**config.mk**
```make
export PLATFORM = sky130hd
export DESIGN_NAME = tx_arbiter_flat
export DESIGN_NICKNAME = d
export VERILOG_FILES = /design/src/rtl/uart_pkg.sv /design/src/rtl/tx_arbiter_if.sv /design/src/rtl/tx_arbiter_rr_pick.sv /design/src/rtl/tx_arbiter.sv /design/src/flat_wrapper.sv
export SDC_FILE = /design/constraint.sdc
export NUM_CORES = 1
export LEC_CHECK = 0
export BUFFER_PORTS_ARGS = -buffer_cell sky130_fd_sc_hd__buf_2
export CAP_MARGIN = 10
export CORE_MARGIN = 2
export CORE_UTILIZATION = 52
export DETAILED_ROUTE_END_ITERATION = 8
export GPL_ROUTABILITY_DRIVEN = 0
export PLACE_DENSITY = 0.81
export SYNTH_ARGS = -nofsm -noshare
export SYNTH_HDL_FRONTEND = slang
export SYNTH_SLANG_ARGS = --single-unit
```
**constraint.sdc**
```tcl
create_clock -name clk -period 4.5 [get_ports clk]
set_clock_uncertainty 0.15 [all_clocks]
set_input_delay 0.225 -clock clk [delete_from_list [all_inputs] [get_ports clk]]
set_output_delay 0.225 -clock clk [all_outputs]
set_load 0.01 [all_outputs]
```
**src/rtl/uart_pkg.sv**
```systemverilog
// Shared definitions for the UART transmit-side arbitration logic.
// Holds the FSM state encoding and the default sizing parameters.
package uart_pkg;

  typedef enum logic [2:0] {
    IDLE      = 3'd0,
    ISSUE     = 3'd1,
    WAIT_BUSY = 3'd2,
    WAIT_DONE = 3'd3,
    CLEANUP   = 3'd4
  } arb_state_t;

  localparam int DEF_N            = 4;
  localparam int DEF_BUSY_TIMEOUT = 4;

endpackage

```
**src/rtl/tx_arbiter_if.sv**
```systemverilog
// Bundle of requester-side and Tx-side signals around the transmit arbiter.
// master = arbiter, slave = clients plus the Tx instance.
interface tx_arbiter_if import uart_pkg::*; #(
  parameter int N = DEF_N
) ();

  // Handshake: requester i holds req[i] (and req_data byte i while it may
  // still win) until it sees done[i]; done is a one-cycle pulse and err rides
  // on it when Tx never raised busy. req high after done is a fresh request.
  logic [N-1:0]   req;
  logic [8*N-1:0] req_data;
  logic           tx_busy;
  logic           tx_write_en;
  logic [7:0]     tx_data;
  logic [N-1:0]   grant;
  logic [N-1:0]   done;
  logic           err;
  logic           active;

  modport master (
    input  req, req_data, tx_busy,
    output tx_write_en, tx_data, grant, done, err, active
  );

  modport slave (
    output req, req_data, tx_busy,
    input  tx_write_en, tx_data, grant, done, err, active
  );

endinterface

```
**src/rtl/tx_arbiter_rr_pick.sv**
```systemverilog
// Combinational round-robin picker: first set req bit at or after ptr,
// wrapping modulo N. Returns the winner one-hot and as an index.
module rr_pick import uart_pkg::*; #(
  parameter int N  = DEF_N,
  parameter int PW = $clog2(N)
) (
  input  logic [N-1:0]  req,
  input  logic [PW-1:0] ptr,
  output logic [N-1:0]  winner,
  output logic [PW-1:0] idx
);

  logic        found;
  logic [PW:0] pos;

  always_comb begin
    found  = 1'b0;
    winner = '0;
    idx    = '0;
    pos    = '0;
    for (int i = 0; i < N; i++) begin
      // One spare bit so ptr + i cannot overflow before the explicit wrap.
      pos = {1'b0, ptr} + (PW+1)'(i);
      if (pos >= (PW+1)'(N)) pos = pos - (PW+1)'(N);
      if (!found && req[pos[PW-1:0]]) begin
        found                = 1'b1;
        winner[pos[PW-1:0]]  = 1'b1;
        idx                  = pos[PW-1:0];
      end
    end
  end

endmodule

```
**src/rtl/tx_arbiter.sv**
```systemverilog
// Round-robin sharing of one UART Tx between N byte requesters: grants,
// issues a single write_en, follows Tx busy and returns a per-owner done.
module tx_arbiter import uart_pkg::*; #(
  parameter int N            = DEF_N,
  parameter int BUSY_TIMEOUT = DEF_BUSY_TIMEOUT
) (
  input  logic          clk,
  input  logic          rst,
  tx_arbiter_if.master  bus,
  output arb_state_t    dbg_state
);

  localparam int PW      = $clog2(N);
  localparam int CW      = $clog2(BUSY_TIMEOUT + 1);
  // The counter is cleared in ISSUE, so matching BUSY_TIMEOUT-2 here puts
  // done/err exactly BUSY_TIMEOUT cycles after write_en (BUSY_TIMEOUT >= 2).
  localparam int TO_LAST = (BUSY_TIMEOUT > 2) ? BUSY_TIMEOUT - 2 : 0;
  localparam logic [PW-1:0] LAST_IDX = PW'(N - 1);

  arb_state_t    state, state_nxt;
  logic [PW-1:0] ptr, ptr_nxt;
  logic [PW-1:0] owner, owner_nxt;
  logic [CW-1:0] cnt, cnt_nxt;
  logic [N-1:0]  grant_q, grant_nxt;
  logic [7:0]    data_q, data_nxt;
  logic          we_q, we_nxt;
  logic [N-1:0]  done_q, done_nxt;
  logic          err_q, err_nxt;
  logic          active_q, active_nxt;

  logic [N-1:0]  pick_onehot;
  logic [PW-1:0] pick_idx;

  rr_pick #(.N(N), .PW(PW)) u_pick (
    .req    (bus.req),
    .ptr    (ptr),
    .winner (pick_onehot),
    .idx    (pick_idx)
  );

  always_comb begin
    state_nxt  = state;
    ptr_nxt    = ptr;
    owner_nxt  = owner;
    cnt_nxt    = cnt;
    grant_nxt  = grant_q;
    data_nxt   = data_q;
    we_nxt     = 1'b0;
    done_nxt   = '0;
    err_nxt    = 1'b0;
    active_nxt = active_q;

    unique case (state)
      IDLE: begin
        // A foreign transfer on Tx blocks arbitration entirely.
        if ((|bus.req) && !bus.tx_busy) begin
          grant_nxt  = pick_onehot;
          data_nxt   = bus.req_data[{pick_idx, 3'b000} +: 8];
          we_nxt     = 1'b1;
          active_nxt = 1'b1;
          owner_nxt  = pick_idx;
          state_nxt  = ISSUE;
        end
      end
      ISSUE: begin
        cnt_nxt   = '0;
        state_nxt = WAIT_BUSY;
      end
      WAIT_BUSY: begin
        if (bus.tx_busy) begin
          state_nxt = WAIT_DONE;
        end else if (cnt == CW'(TO_LAST)) begin
          done_nxt  = grant_q;
          err_nxt   = 1'b1;
          state_nxt = CLEANUP;
        end else begin
          cnt_nxt = cnt + CW'(1);
        end
      end
      WAIT_DONE: begin
        if (!bus.tx_busy) begin
          done_nxt  = grant_q;
          state_nxt = CLEANUP;
        end
      end
      CLEANUP: begin
        grant_nxt  = '0;
        active_nxt = 1'b0;
        ptr_nxt    = (owner == LAST_IDX) ? '0 : owner + PW'(1);
        state_nxt  = IDLE;
      end
      default: state_nxt = IDLE;
    endcase
  end

  always_ff @(posedge clk) begin
    if (!rst) begin
      state    <= IDLE;
      ptr      <= '0;
      owner    <= '0;
      cnt      <= '0;
      grant_q  <= '0;
      data_q   <= '0;
      we_q     <= 1'b0;
      done_q   <= '0;
      err_q    <= 1'b0;
      active_q <= 1'b0;
    end else begin
      state    <= state_nxt;
      ptr      <= ptr_nxt;
      owner    <= owner_nxt;
      cnt      <= cnt_nxt;
      grant_q  <= grant_nxt;
      data_q   <= data_nxt;
      we_q     <= we_nxt;
      done_q   <= done_nxt;
      err_q    <= err_nxt;
      active_q <= active_nxt;
    end
  end

  assign bus.tx_write_en = we_q;
  assign bus.tx_data     = data_q;
  assign bus.grant       = grant_q;
  assign bus.done        = done_q;
  assign bus.err         = err_q;
  assign bus.active      = active_q;
  assign dbg_state       = state;

endmodule

```
**src/flat_wrapper.sv**
```systemverilog
// flat-port wrapper written by rule: the top's interface ports become plain ports
module tx_arbiter_flat import uart_pkg::*;
#(
  parameter int N            = DEF_N,
  parameter int BUSY_TIMEOUT = DEF_BUSY_TIMEOUT
)
  (clk, rst, dbg_state, bus_req, bus_req_data, bus_tx_busy, bus_tx_write_en, bus_tx_data, bus_grant, bus_done, bus_err, bus_active);
  tx_arbiter_if #(.N(N)) bus_i ();
  input  logic clk;
  input  logic rst;
  output arb_state_t dbg_state;
  input wire logic [$bits(bus_i.req)-1:0] bus_req;
  input wire logic [$bits(bus_i.req_data)-1:0] bus_req_data;
  input wire logic [$bits(bus_i.tx_busy)-1:0] bus_tx_busy;
  output wire logic [$bits(bus_i.tx_write_en)-1:0] bus_tx_write_en;
  output wire logic [$bits(bus_i.tx_data)-1:0] bus_tx_data;
  output wire logic [$bits(bus_i.grant)-1:0] bus_grant;
  output wire logic [$bits(bus_i.done)-1:0] bus_done;
  output wire logic [$bits(bus_i.err)-1:0] bus_err;
  output wire logic [$bits(bus_i.active)-1:0] bus_active;
  assign bus_i.req = bus_req;
  assign bus_i.req_data = bus_req_data;
  assign bus_i.tx_busy = bus_tx_busy;
  assign bus_tx_write_en = bus_i.tx_write_en;
  assign bus_tx_data = bus_i.tx_data;
  assign bus_grant = bus_i.grant;
  assign bus_done = bus_i.done;
  assign bus_err = bus_i.err;
  assign bus_active = bus_i.active;
  tx_arbiter #(.N(N), .BUSY_TIMEOUT(BUSY_TIMEOUT)) u_core (.clk(clk), .rst(rst), .bus(bus_i), .dbg_state(dbg_state));
endmodule
```
==> flow_summary.json <==
{
  "outcome": "complete, no violations",
  "wire_per_inst_microns": 14.04,
  "grt_pass1_wl_mm": 7.527,
  "yosysMostFrequentCell": "dfxtp_1",
  "fmax_mhz": 318.6,
  "hp-start": "bus_req_data[17]",
  "path_cells": "inv_1 > ha_1 > mux4_2 > nor2b_4 > o21ai_0 > nand2_8 > mux2i_1 > o221ai_1",
  "yosysWarnings": 0,
  "antenna_found_initial": 0,
  "grt_pass1_vias": 1594,
  "crit_path_max_incr_delay_ns": 0.50,
  "period_share": 0.6975,
  "coreArea_sq_um": 3689,
  "setup_viol": 0,
  "path_class": "flop to flop",
  "timing.rr.end": "u_core.bus.tx_data[3]",
  "synth_area_leaders": "dfxtp_1 29%, ha_1 6.8%, mux2i_1 6.5%",
  "drive_gt1_frac": 0.2746,
  "cp_max_fo": 15,
  "drv_cap": 0,
  "powerDensity_nw_per_um2": 275.5,
  "cp.required_ns": 4.49,
  "arrival_ns": 3.13,
  "clockBufferDepth": 2,
  "drv_slew": 0,
  "hpwl_mm": 3.590,
  "ctsHoldBuffers": 0,
  "pre_cts_ws_ns": 1.378,
  "fin_setup_tns_ns": 0,
  "htreeDepth": 2,
  "track_usage": 0.2226,
  "endpoint": "u_core.bus.tx_data[3]",
  "syn_avg_cell_area_sq_um": 8.404,
  "grt_start_max_net_pins": 26,
  "cts-resized-gates": 0,
  "clk_pin_slew_ns": 0.06,
  "route.vias.total": 1952,
  "multi_input_area_sq_um": 1280,
  "crit_buf_inv": 1,
  "syn-num-nets": 290,
  "drc": 0,
  "viasPerCell": 5.691,
  "final_antenna_net_count": 0,
  "async_reset_ff_frac": 0,
  "worst_setup_path_start_kind": "flop",
  "start_util": 0.5468,
  "port_buffers": 60,
  "synth-edff-count": 0,
  "synth_top_cell_area_share": 0.2878,
  "drt-initial-drc-count": 124,
  "worst-r2r-setup-slack_ns": 1.36,
  "nNetsFinal": 344,
  "clock_latency_ns": 0.28,
  "drt-total-wl_mm": 4.816,
  "io_pins": 61,
  "post-route-min-period_ns": 3.139,
  "ys.flop_type": "dfxtp_1",
  "finalHoldViolCount": 0,
  "cts_tree": "done",
  "post_cts_buffers": 0,
  "clock-sinks": 29,
  "seqCellArea_sq_um": 580.6,
  "grt_overflow_total": 0,
  "synth_commonest_cells": "29 x dfxtp_1, 21 x inv_1, 21 x o21ai_0",
  "dr.pass1.iters": 4,
  "cp-startpoint": "u_core.ptr[1]",
  "rsz0062_at_grt": "false",
  "final_util": 0.6499,
  "area_growth_pct": 18.86,
  "yosysTopAreaCell": "dfxtp_1",
  "reg2reg_depth": 8,
  "critPathTopFamily": "multiplexers",
  "end_kind": "flop",
  "setup_ws_ns": 1.361,
  "r2r_start": "u_core.ptr[1]",
  "die_y_microns": 66.28,
  "syn_area_sq_um": 2017,
  "die_w_microns": 66.28,
  "fillers": 336,
  "finalInstanceArea_sq_um": 2397,
  "tightest_slew_ns": 0.7522,
  "dieArea_sq_um": 4393,
  "synth.distinct_cells": 42,
  "ys_ff_latch": 29,
  "vdd_drop_max_uv": 114.4,
  "root_buffer": "clkbuf_8",
  "synthCells": 240,
  "critPathSlowestCell": "ha_1",
  "n_antenna_cell": 0,
  "rows": 22,
  "cts-buffers-inserted": 5,
  "relSlewSlack": 0.4920,
  "ys_seq_area_frac": 0.2878,
  "cp.depth": 8,
  "dpl_cell_area_sq_um": 2315,
  "p_leak_nw": 1.025,
  "hold_class": "input port to flop"
}
==> through the flow <==
stage | power [mW] | hold slack, ns | std cells
floorplan | 0.4049 | 0.1872 | 240
global placement | 0.4569 | 0.3120 | 335
detailed placement | 0.4602 | 0.3113 | 335
CTS | 0.6617 | 0.1019 | 343
global route | 0.6960 | 0.1108 | 343
finish | 0.6605 | 0.1059 | 343
==> state kept, by name, indices dropped and copies added, names as in the netlist <==
register / cells
u_core.bus.tx_data: 8
u_core.bus.done: 4
u_core.bus.grant: 4
u_core.cnt: 3
u_core.dbg_state: 3
u_core.owner: 2
u_core.ptr: 2
u_core.bus.active: 1
u_core.bus.err: 1
u_core.bus.tx_write_en: 1
==> report_power, final <==
group	switching [mW]	internal, mW
Clock	0.0965	0.107
Sequential	0.0136	0.277
Combinational	0.0951	0.0716
==> tightest hold or removal path: cells and delay by family <==
| kind | cells | cell delay [ns] |
|---|---|---|
| AO/OA/AOI/OAI | 1 | 0.15 |
| multiplexers | 1 | 0.05 |
| buffers and inverters | 1 | 0.08 |
==> cells by family after synthesis <==
| family | after synthesis | share of synthesized area |
|---|---|---|
| simple gates | 74 | 0.2078 |
| compound gates | 71 | 0.2419 |
| buf+inv | 36 | 0.07755 |
| flops | 29 | 0.2878 |
| mux | 19 | 0.1166 |
| fa+ha+maj | 11 | 0.06824 |
==> cell usage in the layout (no fill, tap or decap), types with 2 or more instances in the layout <==
cell type,count
buf_2,60
mux2i_1,13
o2111ai_1,9
nand3_1,5
buf_4,2
ha_1,11
and2_1,11
clkbuf_8,5
mux4_2,3
nand2_1,10
nand3b_1,2
a31oi_1,5
o211ai_1,8
or2_0,8
nand2b_1,3
a21oi_1,9
dfxtp_1,29
mux2_2,2
or2_2,2
a221o_1,4
nor3_1,7
o21ai_0,21
o221ai_1,8
inv_1,21
clkinv_2,2
nor2_1,15
nor2b_1,4
nor4_1,2
==> per-layer routing <==
metal / global-route usage / routed length [microns] / vias to the layer above
met1: 0.3323 / 2347 / 894
met4: 0.06888 / 57 / 0
li1: - / - / 984
met5: 0 / 0 / -
met2: 0.3188 / 2131 / 68
met3: 0.04259 / 279 / 6
==> cell type report <==
cell class,instances,share of cell area
multi-input combinational,175,0.5339
sequential,29,0.2422
timing repair buffer,62,0.1315
inverter,21,0.03288
clock buffer,6,0.03027
tap,48,0.02505
clock inverter,2,0.004175
==> worst min-delay path by stage <==
stage / end / cells after the start
after floorplan: u_core.owner[0] / 2
after global placement: u_core.bus.done[0] / 1
after detailed placement: u_core.bus.done[0] / 1
after CTS: u_core.bus.tx_data[1] / 3
after global routing: u_core.bus.tx_data[1] / 3
final: u_core.bus.tx_data[1] / 3
No activity file was read; power rests on OpenSTA's default activity.
